## config.mk

```make
export PLATFORM = sky130hd
export DESIGN_NAME = proc_control_fsm
export DESIGN_NICKNAME = d
export VERILOG_FILES = /design/src/rtl/proc_pkg.sv /design/src/rtl/reg_dec3to8.sv /design/src/rtl/proc_control_fsm.sv
export SDC_FILE = /design/constraint.sdc
export NUM_CORES = 1
export LEC_CHECK = 0
export CORE_UTILIZATION = 34
export DETAILED_ROUTE_END_ITERATION = 12
export PLACE_DENSITY = 0.7
export REMOVE_ABC_BUFFERS = 1
export SLEW_MARGIN = 20
export SYNTH_ARGS = -nofsm -noshare
export SYNTH_HDL_FRONTEND = slang
export SYNTH_HIERARCHICAL = 1
export SYNTH_SLANG_ARGS = --single-unit
export TNS_END_PERCENT = 5
```

## constraint.sdc

```tcl
create_clock -name Clock -period 2.4 [get_ports Clock]
set_input_delay 0.72 -clock Clock [delete_from_list [all_inputs] [get_ports Clock]]
set_output_delay 0.72 -clock Clock [all_outputs]
set_load 0.02 [all_outputs]
```

## src/rtl/proc_pkg.sv

```systemverilog
// Shared definitions for the 16-bit processor control unit: opcodes, bus selects,
// ALU function codes and the sequencer state encoding.
package proc_pkg;

    localparam logic [2:0] OP_MV  = 3'b000;
    localparam logic [2:0] OP_MVI = 3'b001;
    localparam logic [2:0] OP_ADD = 3'b010;
    localparam logic [2:0] OP_SUB = 3'b011;
    localparam logic [2:0] OP_AND = 3'b100;
    localparam logic [2:0] OP_OR  = 3'b101;

    localparam logic [3:0] SEL_G    = 4'd8;
    localparam logic [3:0] SEL_DIN  = 4'd9;
    localparam logic [3:0] SEL_IDLE = 4'hF;

    localparam logic [2:0] ALU_ADD = 3'd0;
    localparam logic [2:0] ALU_SUB = 3'd1;
    localparam logic [2:0] ALU_AND = 3'd2;
    localparam logic [2:0] ALU_OR  = 3'd3;

    typedef enum logic [1:0] {
        S_IDLE = 2'd0,
        S_T1   = 2'd1,
        S_T2   = 2'd2,
        S_T3   = 2'd3
    } state_t;

    function automatic logic is_alu_op(input logic [2:0] op);
        return (op == OP_ADD) || (op == OP_SUB) || (op == OP_AND) || (op == OP_OR);
    endfunction

    // ALU opcodes are laid out contiguously starting at OP_ADD.
    function automatic logic [2:0] alu_of(input logic [2:0] op);
        return op - OP_ADD;
    endfunction

endpackage

```

## src/rtl/reg_dec3to8.sv

```systemverilog
// 3-bit register index to one-hot load enable; all zeros when not enabled.
module reg_dec3to8 (
    input  logic [2:0] sel,
    input  logic       en,
    output logic [7:0] onehot
);

    always_comb begin
        onehot = 8'h00;
        if (en) begin
            onehot[sel] = 1'b1;
        end
    end

endmodule

```

## src/rtl/proc_control_fsm.sv

```systemverilog
// Multi-cycle control unit: captures an instruction from DIN and sequences bus
// selects, register/accumulator loads and the ALU function over T1..T3.
//
//   state  | meaning
//   -------+-----------------------------------------------------------
//   S_IDLE | waiting for Run; captures DIN into IR when Run=1
//   S_T1   | mv/mvi write Rx; ALU ops load A from Rx; illegal ends here
//   S_T2   | ALU ops: Ry on bus, G <= A op bus
//   S_T3   | ALU ops: G on bus, write Rx
module proc_control_fsm
    import proc_pkg::*;
#(
    parameter int         DATA_W   = 16,
    parameter logic [3:0] BUS_IDLE = 4'hF
) (
    input  logic              Clock,
    input  logic              Reset,
    input  logic              Run,
    input  logic [DATA_W-1:0] DIN,
    output logic [3:0]        bus_sel,
    output logic [7:0]        r_in,
    output logic              a_in,
    output logic              g_in,
    output logic [2:0]        alu_op,
    output logic              ir_load,
    output logic              done,
    output logic              illegal
);

    state_t            state;
    logic [DATA_W-1:0] ir;
    logic [2:0]        op;
    logic [2:0]        rx;
    logic [2:0]        ry;
    logic              wr_en;
    logic              unused_ir_low;

    assign op            = ir[DATA_W-1 -: 3];
    assign rx            = ir[DATA_W-4 -: 3];
    assign ry            = ir[DATA_W-7 -: 3];
    assign unused_ir_low = ^ir[DATA_W-10:0];

    always_ff @(posedge Clock or posedge Reset) begin
        if (Reset) begin
            state <= S_IDLE;
            ir    <= '0;
        end else begin
            case (state)
                S_IDLE: begin
                    if (Run) begin
                        ir    <= DIN;
                        state <= S_T1;
                    end
                end
                S_T1:    state <= is_alu_op(op) ? S_T2 : S_IDLE;
                S_T2:    state <= S_T3;
                S_T3:    state <= S_IDLE;
                default: state <= S_IDLE;
            endcase
        end
    end

    // Outputs decode straight from state/IR so a mid-cycle Reset drops them at once.
    always_comb begin
        bus_sel = BUS_IDLE;
        wr_en   = 1'b0;
        a_in    = 1'b0;
        g_in    = 1'b0;
        alu_op  = ALU_ADD;
        ir_load = 1'b0;
        done    = 1'b0;
        illegal = 1'b0;
        case (state)
            S_IDLE: begin
                ir_load = Run & ~Reset;
            end
            S_T1: begin
                case (op)
                    OP_MV: begin
                        bus_sel = {1'b0, ry};
                        wr_en   = 1'b1;
                        done    = 1'b1;
                    end
                    OP_MVI: begin
                        bus_sel = SEL_DIN;
                        wr_en   = 1'b1;
                        done    = 1'b1;
                    end
                    OP_ADD, OP_SUB, OP_AND, OP_OR: begin
                        bus_sel = {1'b0, rx};
                        a_in    = 1'b1;
                    end
                    default: begin
                        done    = 1'b1;
                        illegal = 1'b1;
                    end
                endcase
            end
            S_T2: begin
                bus_sel = {1'b0, ry};
                g_in    = 1'b1;
                alu_op  = alu_of(op);
            end
            S_T3: begin
                bus_sel = SEL_G;
                wr_en   = 1'b1;
                done    = 1'b1;
            end
            default: begin
                bus_sel = BUS_IDLE;
            end
        endcase
    end

    reg_dec3to8 u_rdec (
        .sel    (rx),
        .en     (wr_en),
        .onehot (r_in)
    );

endmodule
```

==> qor.log <==
INFO  outcome        status=finished, final reports clean
INFO  detailed_routing met2_wire_len=966µm
INFO  sta            max_slew.worst_pin.slew=0.318ns
INFO  sta            timing.final.max_slew_violations=0
INFO  synth          synthMostInstantiatedCell=sky130_fd_sc_hd__dfrtp_1
INFO  synth          dominantRegCellSynth=sky130_fd_sc_hd__dfrtp_1
INFO  synth          postSynthCellCount=72
INFO  cells_and_area num-nets-final=135
INFO  detailed_routing routed-wl-met3=84µm
INFO  global_route   grt_pass1_vias=690
INFO  floorplan      num_rows=16
INFO  synth          synth.top_cells.by_count=sky130_fd_sc_hd__dfrtp_1 (11), sky130_fd_sc_hd__mux2_2 (9), sky130_fd_sc_hd__nor2_1 (5), sky130_fd_sc_hd__and2_1 (4), sky130_fd_sc_hd__nor2b_1 (4)
INFO  place          port-buffer-count=31
INFO  global_route   grt_first_pass_wirelength=3.13mm
INFO  synth          ys_async_sr_fraction=1.00
INFO  synth          synth.area.top_cells=sky130_fd_sc_hd__dfrtp_1 (36%), sky130_fd_sc_hd__mux2_2 (13%), sky130_fd_sc_hd__and2_1 (3.3%)
INFO  clocking       h-tree-depth=1
INFO  sta            finalHoldWorstSlack=0.568ns
INFO  place          routabilityCongestion=0.814
INFO  place          place_ws=-0.575ns
INFO  detailed_routing met1_length=830µm
INFO  detailed_routing route.detailed.vias_per_inst=5.02
INFO  sta            min_period=2.39ns
INFO  clocking       total_clock_buffers_created_by_cts=3
INFO  cells_and_area areaGrowthSynthToFinish=53.4%
INFO  clocking       cts_max_path_buffers=2
INFO  synth          synth_seq_area_share=0.364
INFO  sta            finalWorstSetupSlack=0.0122ns
INFO  floorplan      die_h=49.2µm
INFO  worst_setup_path cp.arrival=1.67ns
INFO  clocking       cts_sinks=11
INFO  detailed_routing postRouteWirelength=1.90mm
INFO  clocking       cts-root-buf=sky130_fd_sc_hd__clkbuf_4
INFO  pwr            power_per_cell_area=1350mW/mm²
INFO  sta            finalCritPeriodShare=0.995
INFO  detailed_routing firstDrtPassIters=4
INFO  global_route   grt_antenna_before_repair=0
INFO  detailed_routing drt_iter0_markers=10
INFO  synth          post_syn_area_per_cell=10.5µm²
INFO  pwr            report.power.total=0.00156W
INFO  detailed_routing num_vias=713
INFO  cells_and_area n_antenna_cell=0
INFO  floorplan      design.portCount=39
INFO  detailed_routing detail_route.wl_per_cell=13.4µm
INFO  clocking       clk_pin_slew_worst_paths=0.07ns
INFO  sta            fin_worst_skew=0.00305ns
INFO  global_route   grtUsageTotal=0.167
INFO  worst_setup_path timing.critical_path.to_type=output port
INFO  synth          synth_area_leader_cell=sky130_fd_sc_hd__dfrtp_1
INFO  worst_setup_path worstPathMaxFanout=4
INFO  sta            fmaxAchievable=0.419GHz
INFO  worst_setup_path worstSetupPathType=flip-flop to output port
INFO  detailed_routing ant_nets=0
INFO  clocking       worstSkewPairLatency=0.27ns
INFO  synth          synth_top_area_share=0.364
INFO  floorplan      die_x=49.2µm
INFO  flow_run       max_capacitance_violation_total=0
INFO  worst_setup_path start_kind=flip-flop
INFO  cells_and_area postLayoutCoreUtil=0.574
INFO  sta            setup_tns=0ns
INFO  global_route   grt_start_max_net_pins=15
INFO  sta            max-slew-margin-rel=0.788
INFO  sta            report.final.setup_viol=0
INFO  worst_setup_path cp_data_required_time=1.68ns
INFO  detailed_routing drc=0
INFO  pwr            highest_ir_drop_seen_on_vdd=0.759mV
INFO  pwr            power.static_leakage=0.564nW
INFO  clocking       cts_setup_buffers=0
INFO  floorplan      fp.dieArea=0.00242mm²
INFO  synth          synth_edf_count=0
INFO  hold_path      worstHoldPathType=flip-flop to flip-flop
INFO  sta            grt_setup_unrepaired=yes
INFO  floorplan      initial_utilization=0.374
INFO  synth          synth.cell_area=757µm²
INFO  place          place_hpwl=1.41mm
INFO  global_route   overflow=0
INFO  clocking       cts_tree=done
INFO  cells_and_area final_layout_size_suffix_gt1_frac=0.452
INFO  floorplan      design.core.area=0.00202mm²
INFO  sta            hold_viol_final=0
INFO  synth          yosysWarnings=6
INFO  synth          ys_seq_elements=11
INFO  synth          netlist-cell-type-count=32
INFO  detailed_routing top_layer=met4
==> cell families (layout without fill, tap and decap cells) <==
group | Yosys count | count (layout) | synth area share
simple gates | 30 | 30 | 0.302
compound gates | 13 | 13 | 0.117
flops | 11 | 11 | 0.364
mux | 10 | 10 | 0.147
buf+inv | 7 | 50 | 0.0578
xor+xnor | 1 | 1 | 0.0116
==> final timing paths <==
kind / start / to / slack (ns) / cells past startpoint
max: ir[15] / bus_sel[0] / 0.01 / 4
min: state[0] / state[0] / 0.57 / 1
max reg2reg: flip-flop / ir[14] / 0.96 / 4
min reg2reg: state[0] / state[0] / 0.57 / 1
max in group asynchronous: Reset / state[0] / 1.50 / 3
min in group asynchronous: Reset / ir[12] / 0.74 / 3
==> sequential cells by signal (all words and copies together), names as in the netlist, named ones only <==
signal and cells:
ir 9, state 1
==> power breakdown <==
| group | switching [W] | internal (W) | leakage (nW) |
|---|---|---|---|
| Sequential | 0.000129 | 0.000279 | 0.130 |
| Clock | 0.0000637 | 0.0000645 | 0.0150 |
| Combinational | 0.000502 | 0.000527 | 0.419 |
==> what timing repair did <==
| item | 4_1_cts | 5_1_grt |
|---|---|---|
| hold buffers | 0 | 0 |
| pin swaps | 0 | 4 |
| gates resized for setup | 56 | 20 |
| setup endpoints to repair | 20 | 10 |
==> stage by stage <==
stage / std cells / instance area [µm²]
finish: 142 / 1160
global route: 142 / 1160
CTS: 142 / 1150
detailed placement: 138 / 1160
global placement: 138 / 1160
floorplan: 67 / 721
==> cell usage in the layout, fill, tap and decap left out, types with 2 or more instances in the layout <==
cell and count:
sky130_fd_sc_hd__clkbuf_2 2, sky130_fd_sc_hd__nand2_1 2, sky130_fd_sc_hd__and4bb_1 2, sky130_fd_sc_hd__dlygate4sd2_1 6, sky130_fd_sc_hd__clkbuf_4 3, sky130_fd_sc_hd__buf_4 16, sky130_fd_sc_hd__nor2_2 2, sky130_fd_sc_hd__nor2_1 3
sky130_fd_sc_hd__buf_2 8, sky130_fd_sc_hd__nor2b_1 3, sky130_fd_sc_hd__dfrtp_1 10, sky130_fd_sc_hd__mux2_2 9, sky130_fd_sc_hd__clkdlybuf4s50_1 10, sky130_fd_sc_hd__and2_1 4, sky130_fd_sc_hd__a21oi_1 3, sky130_fd_sc_hd__inv_1 2
sky130_fd_sc_hd__and4b_2 2
==> worst max-delay path, cell delays in order (launching register included) <==
cell and delay [ns]:
sky130_fd_sc_hd__dfrtp_1 0.42, sky130_fd_sc_hd__or4b_4 0.53, sky130_fd_sc_hd__o22a_1 0.20, sky130_fd_sc_hd__o21ai_1 0.09, sky130_fd_sc_hd__buf_4 0.16
==> final cells by class <==
class                   count  area (µm²)
clock buffers               4        26.3
inverters                   2        7.51
fillers                   202         861
multi-input cells          54         472
flip-flops and latches     11         277
repair buffers             44         345
well taps                  27        33.8
==> layer usage <==
metal | vias up | track usage
li1 | 353 | -
met1 | 337 | 0.199
met2 | 21 | 0.297
met3 | 2 | 0.0218
met4 | 0 | 0.0735
met5 | - | 0
(Power assumes the default switching activity.)
